`src/rtl/crc8_frame_insert.sv`:
```
// CRC-8 frame insertion stage for the 64b/66b transmit path: passes blocks through
// one output register and appends a control block carrying the CRC after each frame.
module crc8_frame_insert #(
  parameter int          FRAME_BLOCKS = 8,
  parameter int          CNT_W        = $clog2(FRAME_BLOCKS + 1),
  parameter logic [7:0]  POLY         = 8'h07,
  parameter logic [7:0]  INIT         = 8'h00,
  parameter logic [7:0]  CRC_TYPE     = 8'h4B
) (
  input  logic             clk_in,
  input  logic             rst_in,
  input  logic             en_in,
  input  logic [63:0]      payload_in,
  input  logic [1:0]       header_in,
  input  logic             valid_in,
  output logic             ready_out,
  output logic [63:0]      payload_out,
  output logic [1:0]       header_out,
  output logic             valid_out,
  input  logic             ready_in,
  output logic             crc_ins_out,
  output logic             hdr_err_out,
  output logic [CNT_W-1:0] frame_cnt_out
);

  // state | meaning
  // IDLE  | passing blocks, accumulating CRC
  // PEND  | frame complete; CRC block waits for the output register
  typedef enum logic {IDLE, PEND} state_t;

  localparam logic [CNT_W-1:0] LAST = CNT_W'(FRAME_BLOCKS - 1);

  state_t             state_q, state_d;
  logic               valid_q, valid_d;
  logic [63:0]        payload_q, payload_d;
  logic [1:0]         header_q, header_d;
  logic               ins_q, ins_d;
  logic               err_q, err_d;
  logic [CNT_W-1:0]   cnt_q, cnt_d;
  logic [7:0]         crc_q, crc_d;
  logic [7:0]         crc_lat_q, crc_lat_d;
  logic [7:0]         crc_nxt;
  logic               out_free;
  logic               accept;

  // MSB-first, one bit per iteration, fully unrolled into a single-cycle step
  function automatic logic [7:0] crc_step(input logic [7:0] c, input logic [63:0] d);
    logic [7:0] r;
    r = c;
    for (int i = 63; i >= 0; i--) begin
      r = (r[7] ^ d[i]) ? ({r[6:0], 1'b0} ^ POLY) : {r[6:0], 1'b0};
    end
    return r;
  endfunction

  assign crc_nxt   = crc_step(crc_q, payload_in);
  assign out_free  = !valid_q || ready_in;
  assign ready_out = (state_q == IDLE) && out_free;
  assign accept    = valid_in && ready_out;

  always_comb begin
    state_d   = state_q;
    valid_d   = valid_q;
    payload_d = payload_q;
    header_d  = header_q;
    ins_d     = ins_q;
    err_d     = err_q;
    cnt_d     = cnt_q;
    crc_d     = crc_q;
    crc_lat_d = crc_lat_q;
    if (state_q == PEND) begin
      if (out_free) begin
        valid_d   = 1'b1;
        header_d  = 2'b10;
        payload_d = {CRC_TYPE, 48'h0, crc_lat_q};
        ins_d     = 1'b1;
        state_d   = IDLE;
      end
    end else if (accept) begin
      valid_d   = 1'b1;
      header_d  = header_in;
      payload_d = payload_in;
      ins_d     = 1'b0;
      if (header_in == 2'b01 && en_in) begin
        if (cnt_q == LAST) begin
          state_d   = PEND;
          crc_lat_d = crc_nxt;
          cnt_d     = '0;
          crc_d     = INIT;
        end else begin
          cnt_d = cnt_q + CNT_W'(1);
          crc_d = crc_nxt;
        end
      end
      if (header_in == 2'b00 || header_in == 2'b11) err_d = 1'b1;
    end else if (ready_in) begin
      valid_d = 1'b0;
    end
  end

  always_ff @(posedge clk_in or negedge rst_in) begin
    if (!rst_in) begin
      state_q   <= IDLE;
      valid_q   <= 1'b0;
      payload_q <= '0;
      header_q  <= '0;
      ins_q     <= 1'b0;
      err_q     <= 1'b0;
      cnt_q     <= '0;
      crc_q     <= INIT;
      crc_lat_q <= INIT;
    end else begin
      state_q   <= state_d;
      valid_q   <= valid_d;
      payload_q <= payload_d;
      header_q  <= header_d;
      ins_q     <= ins_d;
      err_q     <= err_d;
      cnt_q     <= cnt_d;
      crc_q     <= crc_d;
      crc_lat_q <= crc_lat_d;
    end
  end

  assign valid_out     = valid_q;
  assign payload_out   = payload_q;
  assign header_out    = header_q;
  assign crc_ins_out   = valid_q && ins_q && ready_in;
  assign hdr_err_out   = err_q;
  assign frame_cnt_out = cnt_q;

endmodule

```
`config.mk`:
```
export PLATFORM = sky130hd
export DESIGN_NAME = crc8_frame_insert
export DESIGN_NICKNAME = d
export VERILOG_FILES = /design/src/rtl/crc8_frame_insert.sv
export SDC_FILE = /design/constraint.sdc
export NUM_CORES = 1
export LEC_CHECK = 0
export CORE_MARGIN = 4
export CORE_UTILIZATION = 35
export DETAILED_ROUTE_END_ITERATION = 12
export GPL_ROUTABILITY_DRIVEN = 0
export GPL_TIMING_DRIVEN = 0
export PLACE_DENSITY_LB_ADDON = 0.1
export SYNTH_ARGS = -nofsm -noshare
export SYNTH_HDL_FRONTEND = slang
export SYNTH_SLANG_ARGS = --single-unit
```
`constraint.sdc`:
```
create_clock -name clk_in -period 8.73 [get_ports clk_in]
set_clock_uncertainty 0.15 [all_clocks]
set_input_delay 0.873 -clock clk_in [delete_from_list [all_inputs] [get_ports clk_in]]
set_output_delay 0.873 -clock clk_in [all_outputs]
set_load 0.03 [all_outputs]
```
After elaboration in Yosys (flattened, before gate mapping)
Index checks and enable logic that the tools add are counted.
{ "word_totals": {"output_inout_bits": 74, "wordCells": 242, "register_bits": 90} }
{ "classes": {"eq_ne": 4, "add_sub_neg": 1, "bitwise": 129, "n_reduce_logical": 16, "mux": 83} }
{ "op_table": {"columns": ["cell", "count"], "rows": [
  ["$mux W3", 64],
  ["$mux W64", 3],
  ["$not A3 Y3", 64],
  ["$xor A1 B1 Y1", 64],
  ["$mux W1", 11],
  ["$mux W8", 1],
  ["$mux W2", 3],
  ["$reduce_and A3 Y1", 2],
  ["$logic_and A1 B1 Y1", 5],
  ["$add A4 B1 Y4 const B", 1],
  ["$eq A4 B3 Y1 const B", 1],
  ["$mux W4", 1],
  ["$reduce_and A2 Y1", 2],
  ["$reduce_and A4 Y1", 1],
  ["$reduce_bool A3 Y1", 1],
  ["$eq A2 B1 Y1 const B", 1],
  ["$eq A2 B2 Y1 const B", 1],
  ["$logic_not A2 Y1", 1],
  ["$logic_or A1 B1 Y1", 2],
  ["$ne A2 B1 Y1 const B", 1],
  ["$reduce_bool A2 Y1", 1],
  ["$logic_not A1 Y1", 1],
  ["$not A1 Y1", 1]
]} }

Longest topological paths before layout
{ "depth": {"depth_word": 129, "depth_mapped": 10, "ltp_nobuf": 10} }

Worst setup path before layout
OpenSTA, ideal clock, no wires.
{ "synth_timing": {"path_kind": "input port to flip-flop", "startpoint": "in payload_in[59]", "endpoint": "reg crc_lat_q[5]", "t_required_ps": 8455, "setup_time_ps": 125, "t_arrival_ps": 3973, "path_stages": 10, "path_slack_ps": 4482, "cell_sequence": "xnor2_1 xnor3_1 xor2_1 xnor3_2 xor3_2 xnor2_4 xor3_2 xor2_2 xnor2_1 mux2_4"} }
{ "synth_between": {"elab_chain_len": 44} }
{ "synth_lines": {"columns": ["item", "line_no", "source"], "rows": [
  ["start, declared", "13", "input logic [63:0] payload_in,"],
  ["$xor A1 B1 Y1 *", "51", "r = (r[7] ^ d[i]) ? ({r[6:0], 1'b0} ^ POLY) : {r[6:0], 1'b0};"],
  ["$mux W3 *", "51", null],
  ["$not A3 Y3 (no line) or $xor A1 B1 Y1 (tied branches)", null, null],
  ["$mux W3", "51", null],
  ["$not A3 Y3 (no line) or $xor A1 B1 Y1 (tied branches)", null, null],
  ["$mux W3", "51", null],
  ["$xor A1 B1 Y1 or $not A3 Y3 (tied branches)", null, null],
  ["$mux W3", "51", null],
  ["[... 28 more ...]", null, null],
  ["$xor A1 B1 Y1 or $not A3 Y3 (tied branches)", null, null],
  ["$mux W3", "51", null],
  ["$not A3 Y3 (no line) or $xor A1 B1 Y1 (tied branches)", null, null],
  ["$mux W3", "51", null],
  ["$not A3 Y3 (no line) or $xor A1 B1 Y1 (tied branches)", null, null],
  ["$mux W3", "51", null],
  ["$xor A1 B1 Y1 or $not A3 Y3 (tied branches)", null, null],
  ["$mux W3 *", "51", null],
  ["end signal, assigned", "121", "crc_lat_q <= crc_lat_d;"],
  ["end, declared", "41", "logic [7:0] crc_lat_q, crc_lat_d;"]
]} }
Mark *: on every way between the ends. The rest lies on a longest branch, timed or not.
A chain may end at the register's enable or synchronous reset.

Worst setup path in the final report
Same ends and word-level chain as after synthesis.

==> results.toml <==
[sta]
period_needed_ns = 4.965
max_freq_ghz = 0.2014
tightest_slew_ns = 0.7561
hold_viol_final = 0
max_slew_margin = 0.4959
setup_viol = 0
final.period_utilization = 0.5688
finalSetupTns_ns = 0
rsz0062_at_grt = "false"
slew_violations = 0

[synthesis]
syn_inst = 431
syn_nets = 504
synthMuxAreaShare = 0.02023
synth_warnings = 0
syn_avg_cell_area_sq_um = 13.49
ys_seq_elements = 90
synth_cell_types = 35
synth_area_sq_mm = 0.005813
synth_compound_area_frac = 0.1199
synth-simple-area-share = 0.03315
ys_seq_area_frac = 0.3874
synthAdderAreaFrac = 0.004305
ys.flop_type = "dfrtp_1"
synth_edf_count = 0
async_flop_share = 1.000
synth_xor_xnor_area_share = 0.4214
synth_top_family_by_area = "XOR/XNOR gates"

[grt]
grt_usage = 0.1693
antenna_found_initial = 0
grt_pass1_vias = 4181
grt_pass1_wl_um = 23650
overflow = 0
grt_max_degree = 54

[route]
vias_per_cell = 4.768
drtIter0Drc = 179
drt-wirelength-per-cell_um = 19.01
wirelength_um = 15340
ant_nets = 0
drc_errors = 0
first_pass_iters = 4
dr_total_vias = 3848

[layout]
final_nets = 659
drive_above_1_share = 0.08968
fin_cells = 807
fillers = 1423
syn2layout_area_growth_pct = 35.28
diodes = 0

[worst_setup_path]
critical-path-max-stage-delay_ns = 0.57
path_cells = "clkdlybuf4s50_1, xnor2_1, xnor3_1, xor2_1, xnor3_2, xor3_2, xnor2_4, xor3_2, xor2_2, xnor2_1, mux2_4"
arrival_ns = 5.05
crit_fanout = 4
cp-start-kind = "input port"
reg2reg_depth = 10
r2r-start = "crc_q[3]"
r2r-end = "crc_lat_q[5]"
cp_slowest_cell = "xnor2_1"
crit_type = "input port to register"
worst-endpoint-required_ns = 8.82
end_kind = "register"
r2r_slack_ns = 4.38

[cts]
htree_levels = 3
cts_tree = "yes"
clk_pin_slew_ns = 0.07
postCtsSetupBuffers = 0
cts_resized = 0
cts-root-buf = "clkbuf_16"
worstSkewPairLatency_ns = 0.35
clock_sinks = 90
cts_hold_buf = 0
cts_buffers = 9
clock_path_buffers = 2

[die]
initial_utilization = 0.3620
die_area_sq_mm = 0.01873
die_x_um = 136.9
ios = 145
core.rowCount = 46
core_sq_mm = 0.01606
die_h_um = 136.9

[run_status]
status = "completed"

[place]
io_buffer_count = 143
hpwl_um = 12290
dp.cells = 791

[min_path]
hp-class = "input port to asynchronous set/reset pin"

[job]
drv_cap = 0
layout by cell type (no fill, tap or decap), types with 3 or more instances in the layout:
| master | Yosys | layout |
|---|---|---|
| a22o_1 | 57 | 57 |
| clkbuf_1 | 17 | 17 |
| clkbuf_16 | 0 | 9 |
| clkdlybuf4s50_1 | 0 | 142 |
| dfrtp_1 | 90 | 90 |
| inv_6 | 0 | 3 |
| mux2i_1 | 8 | 8 |
| nand2_1 | 30 | 30 |
| nor2_1 | 5 | 5 |
| o21ai_0 | 14 | 14 |
| o21ai_1 | 7 | 7 |
| o22a_1 | 9 | 9 |
| xnor2_1 | 76 | 76 |
| xnor2_2 | 6 | 6 |
| xnor2_4 | 4 | 4 |
| xnor3_1 | 35 | 35 |
| xnor3_2 | 6 | 6 |
| xnor3_4 | 3 | 3 |
| xor2_1 | 28 | 28 |
| xor2_2 | 6 | 6 |
| xor3_1 | 3 | 3 |
| xor3_2 | 5 | 5 |
how the worst max path moves through the flow:
stage,from,end,depth (start not counted),slack [ns]
after floorplan,payload_in[59],crc_lat_q[5],10,4.48
after global placement,payload_in[59],crc_lat_q[5],11,3.31
after detailed placement,payload_in[59],crc_lat_q[6],11,3.28
after CTS,payload_in[59],crc_lat_q[6],11,3.67
after global routing,payload_in[59],crc_lat_q[3],11,3.57
final,payload_in[59],crc_lat_q[5],11,3.76
metrics by stage:
| step | hold WS, ns | setup slack [ns] | instance area (sq um) | util |
|---|---|---|---|---|
| 5_1_grt | 0.3736 | 3.571 | 7864 | 0.4897 |
| 3_5_place_dp | 0.3245 | 3.283 | 7540 | 0.4695 |
| 3_3_place_gp | 0.3107 | 3.314 | 7515 | 0.4680 |
| 2_1_floorplan | 0.2996 | 4.482 | 5813 | - |
| 4_1_cts | 0.3395 | 3.675 | 7864 | 0.4897 |
| 6_report | 0.3399 | 3.765 | 7864 | 0.4897 |
cell families (layout without fill, tap and decap cells):
family,count (synthesis),count (layout)
fa+ha+maj,2,2
flops,90,90
simple gates,45,45
buf+inv,21,181
compound gates,89,89
mux,11,11
xor+xnor,173,173
sequential cells by signal (all words and copies together), names as in the netlist:
signal	count
payload_out	64
crc_lat_q	8
crc_q	8
frame_cnt_out	4
header_out	2
hdr_err_out	1
ins_q	1
state_q	1
valid_out	1
synth_stat cells, drive strengths merged (2+ instances only):
library cell  instances  area, sq um
dfrtp                90         2252
xnor2                86        873.3
a22o                 57        499.2
xnor3                44         1010
xor2                 34        342.8
nand2                30        112.6
o21ai                21        105.1
clkbuf               17        63.81
o22a                  9        78.83
xor3                  9        224.0
mux2i                 8        80.08
nor2                  5        18.77
mux2                  3        37.53
and3                  2        12.51
buf                   2        7.510
ha                    2        25.02
inv                   2        7.510
nand3                 2        10.01
area by class of cell:
cell class	count	area [sq um]	share of cell area
buffer	19	71.32	0.009069
tap	216	270.3	0.03437
clock inverter	7	98.84	0.01257
timing repair buffer	144	1456	0.1852
sequential	90	2252	0.2864
clock buffer	9	225.2	0.02864
multi-input combinational	320	3482	0.4428
inverter	2	7.507	0.0009547
worst max-delay path: cells and delay by family:
family / cells / cell delay [ns]
xor+xnor: 9 / 3.40
buf+inv: 1 / 0.47
mux: 1 / 0.29
metal layers:
layer	global-route usage	vias to the layer above	share of wire
li1	-	1826	-
met1	0.2436	1891	0.49
met2	0.2588	114	0.44
met3	0.02941	17	0.054
met4	0.05931	0	0.019
met5	0	-	0
Power is left out: the tool's default activity adds up to more than one toggle a clock period on the data nets, which glitch-free logic cannot reach.
